### src/rtl/sd_mem_copy_pkg.sv
// rtl/sd_mem_copy_pkg.sv - shared types and default parameters for the memory copy master
// Holds the controller state enum and the default geometry constants used by
// sd_mem_copy_master and its read-latency pipe.
package sd_mem_copy_pkg;

   localparam int unsigned SD_ADDR_W_DEF       = 10;
   localparam int unsigned SD_DATA_W_DEF       = 32;
   localparam int unsigned SD_READ_LATENCY_DEF = 1;

   typedef enum logic [2:0] {
      ST_IDLE  = 3'd0,
      ST_RD    = 3'd1,
      ST_RWAIT = 3'd2,
      ST_WR    = 3'd3,
      ST_DONE  = 3'd4
   } sd_state_e;

endpackage

### src/rtl/sd_rd_latency_pipe.sv
// rtl/sd_rd_latency_pipe.sv - fixed-latency read valid pipe producing the capture strobe
// Ports:
//   clk, reset   - clock and synchronous active-high reset (clears in-flight reads)
//   issue_i      - high during the cycle a read is presented to the slave
//   capture_o    - high during the cycle whose closing edge must sample readdata
module sd_rd_latency_pipe #(
   parameter int DEPTH = 1
) (
   input  logic clk,
   input  logic reset,
   input  logic issue_i,
   output logic capture_o
);

   logic [DEPTH-1:0] vld_q;

   always_ff @(posedge clk) begin
      if (reset) begin
         vld_q <= '0;
      end else begin
         vld_q[0] <= issue_i;
         for (int i = 1; i < DEPTH; i++) begin
            vld_q[i] <= vld_q[i-1];
         end
      end
   end

   // Stage DEPTH-1 is high DEPTH cycles after the issue cycle, so the edge
   // that ends that cycle is exactly DEPTH edges after the read was sampled.
   assign capture_o = vld_q[DEPTH-1];

endmodule

### src/rtl/sd_mem_copy_master.sv
// rtl/sd_mem_copy_master.sv - Avalon-MM memory copy / fill master
// Copies word_count words from src_addr to dst_addr (ascending, wrapping) over a
// fixed-latency, no-waitrequest memory slave. Optional fill mode (macro
// SD_MEM_COPY_FILL_EN) writes fill_value instead of reading the source.
// Ports:
//   clk, reset                 - clock, synchronous active-high reset
//   start, src_addr, dst_addr,
//   word_count, fill_mode,
//   fill_value                 - command, sampled only while idle
//   busy, done                 - status; done is a one-cycle pulse
//   address, byteenable,
//   chipselect, write,
//   writedata, clken, readdata - Avalon-MM master port
module sd_mem_copy_master
   import sd_mem_copy_pkg::*;
#(
   parameter int ADDR_W       = SD_ADDR_W_DEF,
   parameter int DATA_W       = SD_DATA_W_DEF,
   parameter int READ_LATENCY = SD_READ_LATENCY_DEF
) (
   input  logic                  clk,
   input  logic                  reset,
   input  logic                  start,
   input  logic [ADDR_W-1:0]     src_addr,
   input  logic [ADDR_W-1:0]     dst_addr,
   input  logic [ADDR_W:0]       word_count,
   input  logic                  fill_mode,
   input  logic [DATA_W-1:0]     fill_value,
   output logic                  busy,
   output logic                  done,
   output logic [ADDR_W-1:0]     address,
   output logic [DATA_W/8-1:0]   byteenable,
   output logic                  chipselect,
   output logic                  write,
   output logic [DATA_W-1:0]     writedata,
   output logic                  clken,
   input  logic [DATA_W-1:0]     readdata
);

   localparam logic [2:0] S_IDLE  = 3'(ST_IDLE);
   localparam logic [2:0] S_RD    = 3'(ST_RD);
   localparam logic [2:0] S_RWAIT = 3'(ST_RWAIT);
   localparam logic [2:0] S_WR    = 3'(ST_WR);
   localparam logic [2:0] S_DONE  = 3'(ST_DONE);

   logic [2:0]        state_q, state_d;
   logic [ADDR_W-1:0] src_q, src_d;
   logic [ADDR_W-1:0] dst_q, dst_d;
   logic [ADDR_W:0]   cnt_q, cnt_d;
   logic              fill_q, fill_d;
   logic [DATA_W-1:0] wdata_q, wdata_d;

   logic              fill_cmd;
   logic [DATA_W-1:0] fill_val_in;
   logic              capture;

`ifdef SD_MEM_COPY_FILL_EN
   assign fill_cmd    = fill_mode;
   assign fill_val_in = fill_value;
`else
   logic unused_fill;
   assign unused_fill = ^{fill_mode, fill_value};
   assign fill_cmd    = 1'b0;
   assign fill_val_in = '0;
`endif

   sd_rd_latency_pipe #(
      .DEPTH (READ_LATENCY)
   ) u_rd_pipe (
      .clk       (clk),
      .reset     (reset),
      .issue_i   (state_q == S_RD),
      .capture_o (capture)
   );

   always_comb begin
      state_d = state_q;
      src_d   = src_q;
      dst_d   = dst_q;
      cnt_d   = cnt_q;
      fill_d  = fill_q;
      wdata_d = wdata_q;
      case (state_q)
         S_IDLE: begin
            if (start) begin
               src_d   = src_addr;
               dst_d   = dst_addr;
               cnt_d   = word_count;
               fill_d  = fill_cmd;
               // In fill mode the write register simply holds the pattern;
               // a copy overwrites it with each captured word.
               wdata_d = fill_val_in;
               if (word_count == '0) begin
                  state_d = S_DONE;
               end else if (fill_cmd) begin
                  state_d = S_WR;
               end else begin
                  state_d = S_RD;
               end
            end
         end
         S_RD: begin
            state_d = S_RWAIT;
         end
         S_RWAIT: begin
            if (capture) begin
               wdata_d = readdata;
               state_d = S_WR;
            end
         end
         S_WR: begin
            cnt_d = cnt_q - (ADDR_W+1)'(1);
            src_d = src_q + ADDR_W'(1);
            dst_d = dst_q + ADDR_W'(1);
            if (cnt_q == (ADDR_W+1)'(1)) begin
               state_d = S_DONE;
            end else if (fill_q) begin
               state_d = S_WR;
            end else begin
               state_d = S_RD;
            end
         end
         S_DONE: begin
            state_d = S_IDLE;
         end
         default: begin
            state_d = S_IDLE;
         end
      endcase
   end

   always_ff @(posedge clk) begin
      if (reset) begin
         state_q <= S_IDLE;
         src_q   <= '0;
         dst_q   <= '0;
         cnt_q   <= '0;
         fill_q  <= 1'b0;
         wdata_q <= '0;
      end else begin
         state_q <= state_d;
         src_q   <= src_d;
         dst_q   <= dst_d;
         cnt_q   <= cnt_d;
         fill_q  <= fill_d;
         wdata_q <= wdata_d;
      end
   end

   // Bus outputs decode straight from the state register, so a reset edge
   // that forces IDLE silences the bus on that same edge.
   assign busy       = (state_q != S_IDLE);
   assign done       = (state_q == S_DONE);
   assign chipselect = (state_q == S_RD) || (state_q == S_WR);
   assign write      = (state_q == S_WR);
   assign byteenable = chipselect ? '1 : '0;
   assign writedata  = (state_q == S_WR) ? wdata_q : '0;
   assign clken      = 1'b1;

   always_comb begin
      address = '0;
      if (state_q == S_RD) begin
         address = src_q;
      end else if (state_q == S_WR) begin
         address = dst_q;
      end
   end

endmodule

### config.mk
export PLATFORM = sky130hd
export DESIGN_NAME = sd_mem_copy_master
export DESIGN_NICKNAME = d
export VERILOG_FILES = /design/src/rtl/sd_mem_copy_pkg.sv /design/src/rtl/sd_rd_latency_pipe.sv /design/src/rtl/sd_mem_copy_master.sv
export SDC_FILE = /design/constraint.sdc
export NUM_CORES = 1
export LEC_CHECK = 0
export BUFFER_PORTS_ARGS = -buffer_cell sky130_fd_sc_hd__buf_2
export CAP_MARGIN = 15
export CORE_ASPECT_RATIO = 1.75
export CORE_MARGIN = 2
export CORE_UTILIZATION = 40
export DETAILED_ROUTE_END_ITERATION = 7
export GPL_TIMING_DRIVEN = 0
export HOLD_SLACK_MARGIN = 0.12
export PLACE_DENSITY_LB_ADDON = 0.3
export SLEW_MARGIN = 20
export SYNTH_ARGS = -nofsm -noshare
export SYNTH_HDL_FRONTEND = slang
export SYNTH_SLANG_ARGS = --single-unit
### constraint.sdc
create_clock -name clk -period 3 [get_ports clk]
set_input_delay 0.15 -clock clk [delete_from_list [all_inputs] [get_ports clk]]
set_output_delay 0.15 -clock clk [all_outputs]
set_load 0.03 [all_outputs]
==> flow_metrics.py <==
metrics = {
    "yosys": {
        "post_synth_main_area_contributors": "sky130_fd_sc_hd__dfxtp_1 39%, sky130_fd_sc_hd__nor2_1 7.6%, sky130_fd_sc_hd__a22oi_1 7.4%",
        "synth_cell_type_count": 56,
        "synthesis.yosys.warnings": 0,
        "synth_largest_area_cell": "sky130_fd_sc_hd__dfxtp_1",
        "synth_flop_cell": "sky130_fd_sc_hd__dfxtp_1",
        "synth_edf_count": 0,
        "syn-num-nets": 513,
        "synth-async-reset-ratio_pct": 0,
        "top_count_cell_post_synth": "sky130_fd_sc_hd__nor2_1",
        "synth.top_cells.by_count": "70 x sky130_fd_sc_hd__nor2_1, 67 x sky130_fd_sc_hd__dfxtp_1, 34 x sky130_fd_sc_hd__a22oi_1, 34 x sky130_fd_sc_hd__and2_1, 24 x sky130_fd_sc_hd__nand2_1",
        "synthesis_stage_register_bit_count": 67,
        "synth_top_cell_area_share_pct": 38.9,
        "synth_sequential_area_ratio_pct": 38.9,
        "syn_avg_cell_area_um2": 8.40,
        "netlist_area_um2": 3450,
        "netlist_instances": 410,
    },
    "timing": {
        "worst_slew_pin_slew_ns": 0.725,
        "timing.setup.tns_ns": 0,
        "final.min_clock_period_ns": 2.41,
        "finalClockSkew_ns": 0.00552,
        "slew_headroom_pct": 51.2,
        "max_freq_ghz": 0.415,
        "timing.final.crit_share_pct": 80.3,
        "final.hold.worst_slack_ns": 0.125,
        "final_max_slew_viol_count": 0,
        "timing_hold_violations_final": 0,
        "report.final.setup_viol": 0,
        "grt_setup_unrepaired": "no",
    },
    "layout": {
        "synthToLayoutAreaGrowth_pct": 44.6,
        "number_of_antenna_diodes": 0,
        "drive_gt1_share_pct": 27.4,
        "nets": 691,
    },
    "setup_path": {
        "crit_path_start_kind": "register",
        "cp_data_arrival_time_ns": 2.26,
        "crit_type": "reg -> out",
        "worst-path-buf-inv": 4,
        "slowest_delay_ns": 0.49,
        "cp_top_family": "buffers and inverters",
        "crit_slowest_cell": "sky130_fd_sc_hd__dfxtp_1",
        "r2r.worst_path.cells": 6,
        "setup.worst_path.end_class": "primary output",
        "critical_path_peak_fanout": 10,
        "cp_num_cells": 6,
        "timing.critical_path.mode_cell": "sky130_fd_sc_hd__buf_2",
        "worst_path_cell_trace": "nand3b_4 > inv_2 > buf_2 > clkbuf_1 > and2_1 > buf_2",
        "cp_data_required_time_ns": 2.85,
    },
    "global_route": {
        "grt_pass1_vias": 3803,
        "grt.met3_usage_pct": 5.88,
        "grt_most_used_layer": "met2",
        "globalRouteMet2Util_pct": 42.3,
        "antenna_found_initial": 0,
        "grt_pass1_wl_um": 18000,
        "largest_net_degree_at_the_start_of_global_routing": 11,
        "grt_remaining_overflow": 0,
        "use_met1_pct": 26.3,
        "grt_util_all_layers_pct": 24.8,
    },
    "clock_tree": {
        "cts_tree": "done",
        "clk_pin_slew_worst_setup_hold_paths_ns": 0.06,
        "cts.root.buffer_cell": "sky130_fd_sc_hd__clkbuf_16",
        "cts_num_sinks": 67,
        "h-tree-depth": 3,
        "clk_latency_ns": 0.33,
        "tritoncts.num_buffers": 9,
        "postCtsSetupRepairBufs": 0,
        "cts.path.max_buffers": 2,
    },
    "min_path": {
        "hold_path.class": "in -> reg",
        "hold_path_depth": 3,
    },
    "detailed_routing": {
        "via_count": 3792,
        "drt-initial-drc-count": 195,
        "drt-vias-per-instance": 5.36,
        "drt_first_pass_iters": 5,
        "routed_wirelength_um": 11300,
        "postRouteAntennaNets": 0,
        "wl_per_cell_um": 15.9,
        "drcViolationCount": 0,
    },
    "floorplanning": {
        "design.die.area_um2": 9400,
        "dieWidth_um": 74.2,
        "initial_utilization_pct": 41.5,
        "placement_rows": 44,
        "floorplan.core_area_um2": 8310,
        "fp.dieH_um": 127,
        "top_level_ports": 150,
    },
    "pwr": {
        "power_density_nw_per_um2": 543,
        "p_leak_nw": 2.16,
        "max-vdd-ir-drop_uv": 398,
    },
    "placement": {
        "detailed_place_hpwl_um": 7870,
        "portBuffers": 115,
        "gp_congestion": 0.914,
    },
    "job": {
        "max_cap_viol_count": 0,
    },
    "status": {
        "run_status": "finished, final reports clean",
    },
}
==> what timing repair did <==
item                                    4_1_cts  5_1_grt
resized for setup                             0        0
endpoints found under the setup margin        0        0
endpoints found under the hold margin        52        0
hold buffers                                 52        0
==> kinds of logic (layout without fill, tap and decap cells) <==
group	count (synthesis)	after routing	synth area share, %
AND/OR/NAND/NOR	187	187	28.3
AO/OA/AOI/OAI	94	94	20.0
flip-flops	67	67	38.9
buffers and inverters	42	224	6.72
multiplexers	14	14	4.21
adder cells (fa/ha/maj)	4	4	1.45
other	1	1	0.109
XOR/XNOR	1	1	0.254
==> area by class of cell <==
type                            count  area [um2]
Buffer                             36         209
Clock buffer                       13         260
Clock inverter                      2        35.0
Fill cell                         737        3330
Inverter                            6        22.5
Multi-Input combinational cell    301        1870
Sequential cell                    67        1340
Tap cell                          115         144
Timing Repair Buffer              167        1100
==> layer usage <==
| metal | share of wire (%) | routed length [um] |
|---|---|---|
| met1 | 37 | 4170 |
| met2 | 52 | 5800 |
| met3 | 6.5 | 734 |
| met4 | 4.9 | 551 |
| met5 | 0 | 0 |
==> layout by cell type (no fill, tap or decap), types with 3 or more instances in the layout <==
cell,n
sky130_fd_sc_hd__buf_2,126
sky130_fd_sc_hd__nor2_1,70
sky130_fd_sc_hd__dfxtp_1,67
sky130_fd_sc_hd__dlygate4sd3_1,52
sky130_fd_sc_hd__and2_1,34
sky130_fd_sc_hd__a22oi_1,34
sky130_fd_sc_hd__nand2_1,24
sky130_fd_sc_hd__clkbuf_1,16
sky130_fd_sc_hd__a31oi_1,11
sky130_fd_sc_hd__nor3_1,11
sky130_fd_sc_hd__mux2i_1,10
sky130_fd_sc_hd__nand3_1,9
sky130_fd_sc_hd__a21oi_1,9
sky130_fd_sc_hd__clkbuf_16,9
sky130_fd_sc_hd__nand4_1,8
sky130_fd_sc_hd__o211ai_1,8
sky130_fd_sc_hd__buf_4,7
sky130_fd_sc_hd__or3_1,7
sky130_fd_sc_hd__inv_1,5
sky130_fd_sc_hd__nor4_1,5
sky130_fd_sc_hd__o21ai_0,5
sky130_fd_sc_hd__mux2_2,4
sky130_fd_sc_hd__ha_1,4
sky130_fd_sc_hd__buf_6,3
sky130_fd_sc_hd__and3_1,3
sky130_fd_sc_hd__a211oi_1,3
sky130_fd_sc_hd__a2bb2oi_1,3
==> registers in the layout (all words and copies together) (netlist names) <==
signal               flops
wdata_q                 32
u_rd_pipe.capture_o      1
src_q                   10
state_q                  3
dst_q                   10
cnt_q                   11
==> worst register-to-register path, cell delays in order, from the launching register on <==
cell and delay, ns:
sky130_fd_sc_hd__dfxtp_1 0.49, sky130_fd_sc_hd__nand3b_4 0.14, sky130_fd_sc_hd__inv_2 0.21, sky130_fd_sc_hd__buf_2 0.32, sky130_fd_sc_hd__buf_2 0.28, sky130_fd_sc_hd__o211ai_1 0.13
sky130_fd_sc_hd__a31oi_1 0.17
==> final timing paths <==
| path | from | slack [ns] | end |
|---|---|---|---|
| setup / recovery | state_q[1] | 0.59 | writedata[5] |
| setup reg to reg | state_q[1] | 1.18 | src_q[9] |
| hold / removal | src_addr[2] | 0.12 | src_q[2] |
| hold reg to reg | wdata_q[23] | 0.49 | wdata_q[23] |
==> power by group <==
part	total, mW	switching (mW)	internal, mW	leakage [nW]
registers	1.04	0.0848	0.954	0.546
clock network	1.06	0.375	0.683	0.146
logic	0.608	0.344	0.264	1.47
==> metrics by stage <==
step	cell area (um2)	std cells	utilization, %	power, mW	setup slack, ns
after detailed placement	4170	640	50.1	1.61	0.940
after global routing	4980	707	59.9	2.83	0.472
final	4980	707	59.9	2.70	0.592
after global placement	4170	640	50.1	1.59	1.02
after floorplan	3450	410	-	1.42	1.34
after CTS	4980	707	59.9	2.72	0.578
Note: power is estimated with default switching activity, not from simulation.
